==> src/rtl/dsp_pkg.sv <==
// Shared DSP constants for the FM demodulator: widths, FSM encoding
// and the CORDIC arctangent table in 16-bit phase units.
package dsp_pkg;

  localparam int PW = 16;
  localparam int DW = 12;

  typedef enum logic [1:0] {
    IDLE = 2'd0,
    ROT  = 2'd1,
    OUT  = 2'd2
  } state_e;

  // round(atan(2^-i) * 65536 / (2*pi))
  function automatic logic [PW-1:0] atan_lut(input logic [3:0] i);
    logic [PW-1:0] r;
    unique case (i)
      4'd0:    r = 16'd8192;
      4'd1:    r = 16'd4836;
      4'd2:    r = 16'd2555;
      4'd3:    r = 16'd1297;
      4'd4:    r = 16'd651;
      4'd5:    r = 16'd326;
      4'd6:    r = 16'd163;
      4'd7:    r = 16'd81;
      4'd8:    r = 16'd41;
      4'd9:    r = 16'd20;
      4'd10:   r = 16'd10;
      4'd11:   r = 16'd5;
      4'd12:   r = 16'd3;
      4'd13:   r = 16'd1;
      default: r = 16'd0;
    endcase
    return r;
  endfunction

endpackage

==> src/rtl/cordic_vec.sv <==
// Iterative CORDIC vectoring engine: one pre-rotation cycle, then
// ITER micro-rotations driving y to zero while z accumulates the angle.
module cordic_vec
  import dsp_pkg::*;
#(
  parameter int ITER = 12
) (
  input  logic          clk,
  input  logic          rst,
  input  logic          start,
  input  logic [7:0]    i_in,
  input  logic [7:0]    q_in,
  output logic          done,
  output logic [PW-1:0] z_out
);

  logic signed [DW-1:0] x_q, x_d;
  logic signed [DW-1:0] y_q, y_d;
  logic signed [DW-1:0] xs, ys;
  logic [PW-1:0]        z_q, z_d;
  logic [PW-1:0]        at;
  logic [3:0]           cnt_q, cnt_d;
  logic                 run_q, run_d;
  logic                 pre_q, pre_d;

  always_comb begin
    x_d   = x_q;
    y_d   = y_q;
    z_d   = z_q;
    cnt_d = cnt_q;
    run_d = run_q;
    pre_d = pre_q;
    done  = 1'b0;
    xs    = x_q >>> cnt_q;
    ys    = y_q >>> cnt_q;
    at    = atan_lut(cnt_q);
    if (start) begin
      // x4 scaling keeps -128 representable after negation
      x_d   = {{2{i_in[7]}}, i_in, 2'b00};
      y_d   = {{2{q_in[7]}}, q_in, 2'b00};
      z_d   = '0;
      cnt_d = '0;
      run_d = 1'b1;
      pre_d = 1'b1;
    end else if (run_q && pre_q) begin
      pre_d = 1'b0;
      if (x_q[DW-1]) begin
        x_d = -x_q;
        y_d = -y_q;
        z_d = 16'h8000;
      end
    end else if (run_q) begin
      if (!y_q[DW-1]) begin
        x_d = x_q + ys;
        y_d = y_q - xs;
        z_d = z_q + at;
      end else begin
        x_d = x_q - ys;
        y_d = y_q + xs;
        z_d = z_q - at;
      end
      cnt_d = cnt_q + 4'd1;
      if (cnt_q == 4'(ITER - 1)) begin
        done  = 1'b1;
        run_d = 1'b0;
      end
    end
  end

  always_ff @(posedge clk or posedge rst) begin
    if (rst) begin
      x_q   <= '0;
      y_q   <= '0;
      z_q   <= '0;
      cnt_q <= '0;
      run_q <= 1'b0;
      pre_q <= 1'b0;
    end else begin
      x_q   <= x_d;
      y_q   <= y_d;
      z_q   <= z_d;
      cnt_q <= cnt_d;
      run_q <= run_d;
      pre_q <= pre_d;
    end
  end

  assign z_out = z_q;

endmodule

==> src/rtl/fm_demod.sv <==
// FM demodulator: handshake and FSM around the CORDIC engine, output
// is the wrapped phase difference between consecutive samples.
module fm_demod
  import dsp_pkg::*;
#(
  parameter int ITER = 12
) (
  input  logic               clk,
  input  logic               rst,
  input  logic [7:0]         inphase,
  input  logic [7:0]         quadrature,
  input  logic               in_valid,
  output logic               in_ready,
  output logic signed [15:0] audio,
  output logic               audio_valid
);

  state_e             state_q, state_d;
  logic [PW-1:0]      prev_q, prev_d;
  logic [PW-1:0]      phase;
  logic [PW-1:0]      cv_z;
  logic               first_q, first_d;
  logic               zero_q, zero_d;
  logic signed [15:0] audio_q, audio_d;
  logic               av_q, av_d;
  logic               start;
  logic               cv_done;

  cordic_vec #(.ITER(ITER)) u_cordic (
    .clk   (clk),
    .rst   (rst),
    .start (start),
    .i_in  (inphase),
    .q_in  (quadrature),
    .done  (cv_done),
    .z_out (cv_z)
  );

  assign in_ready = (state_q == IDLE);

  always_comb begin
    state_d = state_q;
    prev_d  = prev_q;
    first_d = first_q;
    zero_d  = zero_q;
    audio_d = audio_q;
    av_d    = 1'b0;
    start   = 1'b0;
    // a zero vector has no phase; reuse the previous one
    phase   = zero_q ? prev_q : cv_z;
    unique case (state_q)
      IDLE: begin
        if (in_valid) begin
          start   = 1'b1;
          zero_d  = (inphase == 8'd0) && (quadrature == 8'd0);
          state_d = ROT;
        end
      end
      ROT: begin
        if (cv_done) state_d = OUT;
      end
      OUT: begin
        audio_d = first_q ? 16'sd0 : signed'(phase - prev_q);
        av_d    = 1'b1;
        prev_d  = phase;
        first_d = 1'b0;
        state_d = IDLE;
      end
      default: state_d = IDLE;
    endcase
  end

  always_ff @(posedge clk or posedge rst) begin
    if (rst) begin
      state_q <= IDLE;
      prev_q  <= '0;
      first_q <= 1'b1;
      zero_q  <= 1'b0;
      audio_q <= '0;
      av_q    <= 1'b0;
    end else begin
      state_q <= state_d;
      prev_q  <= prev_d;
      first_q <= first_d;
      zero_q  <= zero_d;
      audio_q <= audio_d;
      av_q    <= av_d;
    end
  end

  assign audio       = audio_q;
  assign audio_valid = av_q;

endmodule
==> config.mk <==
export PLATFORM = sky130hd
export DESIGN_NAME = fm_demod
export DESIGN_NICKNAME = d
export VERILOG_FILES = /design/src/rtl/dsp_pkg.sv /design/src/rtl/cordic_vec.sv /design/src/rtl/fm_demod.sv
export SDC_FILE = /design/constraint.sdc
export NUM_CORES = 1
export LEC_CHECK = 0
export ABC_AREA = 0
export ABC_CLOCK_PERIOD_IN_PS = 4300
export CORE_UTILIZATION = 50
export CTS_CLUSTER_DIAMETER = 50
export DETAILED_ROUTE_END_ITERATION = 10
export PLACE_DENSITY = 0.7
export SETUP_SLACK_MARGIN = 0.4
export SYNTH_ARGS = -nofsm -noshare
export SYNTH_HDL_FRONTEND = slang
export SYNTH_SLANG_ARGS = --single-unit
==> constraint.sdc <==
create_clock -name clk -period 4.3 [get_ports clk]
set_clock_uncertainty 0.1 [all_clocks]
set_input_delay 0.43 -clock clk [delete_from_list [all_inputs] [get_ports clk]]
set_output_delay 0.43 -clock clk [all_outputs]
set_load 0.1 [all_outputs]
==> summary.txt, run 1 <==
Cells and area
  – Diode count: 0
  – Reg area: ~0.0021 mm^2
  – Final Cell Area: approximately 0.011 mm^2
  – Most common cell after layout, fill and taps aside: nor2_1
  – P&R area growth vs syn: 22.4%
  – Layout Nets: around 1,200
  – Area of the multi-input gates: approximately 0.0065 mm^2
  – Commonest non-fill, non-tap cells in the layout: nor2_1 (98), buf_4 (96), nand2_1 (94), dfrtp_1 (79), o21ai_0 (71)
  – Share of layout cells above drive strength 1: 0.218
  – Layout filler cell count: 1,421

Clocking
  – CTS sink count: 83
  – H-Tree Depth: 3
  – Cts bufs inserted: 9
  – Root buffer cell: clkbuf_16
  – Max Root-Sink Buffers: 2
  – TritonCTS clock tree: done
  – Clock Latency Late Sink: approximately 0.36 ns
  – Clk slew on worst S/H paths: roughly 0.07 ns

Detailed routing
  – Antenna-violating nets left: 0
  – DRT iter0 DRCs: 723
  – Final wirelength: 24,800 um
  – First-pass DRT Iterations: 7
  – Routed vias/inst: just over 6
  – WL/cell: 18.1 um
  – Post-route DRC: 0
  – Vias: around 8,400

Yosys
  – Async SR Flop Fraction: 1.00
  – Seq/Total Area, Yosys: 0.242
  – Area leader, netlist: dfrtp_1
  – YS warnings: 0
  – Synth Register Bits: 83
  – Yosys cell types: 75
  – Post-synth EDFFs: 0
  – Mapped Nets: around 1,100
  – Area contributors post-synth: dfrtp_1 (24%), ha_1 (9.9%), o21ai_0 (5.2%)
  – Top-area cell type share of the netlist area: 0.239
  – Syn avg cell area: roughly 8 um^2
  – Ys flop type: dfrtp_1
  – Post-synthesis cell count: ~1,100
  – Mapped Area: ~0.0086 mm^2

Setup path
  – Crit Path Max Fanout: 6
  – WP data required: ~4.4 ns
  – Worst Setup Start Kind: register
  – Crit. End Element: register
  – Arr. time, crit path: 4.20 ns
  – Setup CP Type: reg2reg

Floorplanning
  – FP Rows: 47
  – Starting density of the core: 0.515
  – IO Pins: 37
  – DIE WIDTH: approximately 130 um
  – Die H: roughly 130 um
  – Core outline area: 0.0167 mm^2
  – Die area: roughly 0.018 mm^2

STA
  – Worst-Margin Slew: slightly above 1 ns
  – RSZ-0062 raised after global routing: yes
  – Final Hold Viols: 0
  – Final period util: 0.946
  – Final setup vio count: 0
  – Rel. slew slack: 0.326
  – Fin Setup TNS: 0 ns
  – Peak Freq: ~250 MHz
  – Fin. max-slew vios: 0
  – Post-layout min period: slightly above 4 ns

Place
  – Routability cong.: approximately 0.95
  – HPWL after DPL: 17,900 um
  – Placed Area: around 0.0095 mm^2
  – Port Buf Inserts: 36

Global route
  – Vias in the first global route: ~8,000
  – Global-route wire length before repair: about 40,000 um
  – GRT Total Usage: 0.282
  – Initial antenna violation count: 0
  – Gr ovfl total: 0
  – Largest net degree at the start of global routing: 58

Flow run
  – Maxcap violations: 0

Status
  – Run status: complete, no violations

Hold path
  – Worst min path class: reg2reg
[registers in the layout, indices dropped and copies added, names as in the netlist]
name	cells
u_cordic.x_q	12
u_cordic.y_q	12
first_q	1
prev_q	16
audio	16
u_cordic.z_out	16
u_cordic.pre_q	1
zero_q	1
u_cordic.run_q	1
audio_valid	1
state_q	2
u_cordic.cnt_q	4
[metrics by stage]
| stage | worst slack [ns] | std cells | util | hold WS (ns) |
|---|---|---|---|---|
| after floorplan | 0.404 | 1058 | - | 0.349 |
| after global placement | -0.0147 | 1311 | 0.568 | 0.360 |
| after detailed placement | -0.0273 | 1311 | 0.568 | 0.370 |
| after CTS | 0.305 | 1357 | 0.615 | 0.388 |
| after global routing | 0.0610 | 1369 | 0.631 | 0.409 |
| final | 0.234 | 1369 | 0.631 | 0.382 |
[repair_timing]
action / 4_1_cts / 5_1_grt
hold buffers: 0 / 0
gates resized for setup: 67 / 38
setup endpoints to repair: 19 / 21
setup buffers: 30 / 12
pin swaps: 45 / 32
[cell type report]
type                            count  area share
Clock inverter                      7     0.00558
Clock buffer                        9      0.0214
Timing Repair Buffer              139       0.111
Sequential cell                    83       0.198
Tap cell                          220      0.0261
Multi-Input combinational cell    861       0.619
Inverter                           50      0.0187
[worst max-delay path, stage by stage (launching register included)]
cell     delay [ns]
dfrtp_2        0.46
buf_4          0.14
buf_4          0.12
mux4_2         0.56
mux2i_4        0.19
mux2i_4        0.14
nor3_4         0.24
xnor2_1        0.08
o21ai_1        0.23
ha_1           0.29
o21ai_1        0.11
a21oi_2        0.07
or4_4          0.46
nand3_2        0.12
nand2_1        0.06
or3_1          0.31
a31oi_1        0.19
o21ai_1        0.08
[path summary, 6_finish.rpt]
check	start	end	slack (ns)	cells past startpoint
max	u_cordic.cnt_q[0]	u_cordic.x_q[9]	0.23	17
min	audio[15]	audio[15]	0.38	2
max reg2reg	u_cordic.cnt_q[0]	u_cordic.x_q[9]	0.23	17
min reg2reg	audio[15]	audio[15]	0.38	2
max in group asynchronous	rst	u_cordic.z_out[14]	2.88	3
min in group asynchronous	rst	zero_q	0.42	2
[cells by family (layout without fill, tap and decap cells)]
logic type / after synthesis / in the layout / synth area share
AOI/OAI and AO/OA: 307 / 307 / 0.223
xor gates and xnor gates: 65 / 65 / 0.0678
adders and majority gates: 72 / 72 / 0.108
buffers and inverters: 114 / 205 / 0.0547
DFF: 83 / 83 / 0.242
muxes: 67 / 67 / 0.108
and+or+nand+nor: 350 / 350 / 0.196
[Yosys cell counts (12+ instances only)]
cell type and number:
mux2i_1 28, a211oi_1 12, clkbuf_1 49, o21ai_0 90, ha_1 68, nor2_1 103
xnor2_1 38, nor2b_1 12, or3_1 16, mux2_2 20, nand2b_1 21, nand2_1 94
and3_1 15, dfrtp_1 82, xor2_1 26, inv_1 48, a21oi_1 78, a31oi_1 27
nand3_1 20, mux4_2 17, nor3_1 24
[per-layer routing]
metal | up-vias | global-route usage | wire length [um] | share of wire
met1 | 4010 | 0.358 | 10400 | 0.42
li1 | 4033 | - | - | -
met5 | - | 0 | 0 | 0
met2 | 329 | 0.487 | 12100 | 0.49
met3 | 62 | 0.0373 | 1480 | 0.060
met4 | 0 | 0.110 | 828 | 0.033
Power of run 1 is left out: the tool's default activity adds up to more than one toggle a clock period on the data nets, which glitch-free logic cannot reach.
==> run 2, diff against run 1 <==
CTS_CLUSTER_DIAMETER = 80   (was 50)
==> results of run 2 <==
Same layout as run 1: the final DEF is identical, and so are final timing and power.
Power of run 2 is left out for the same reason.
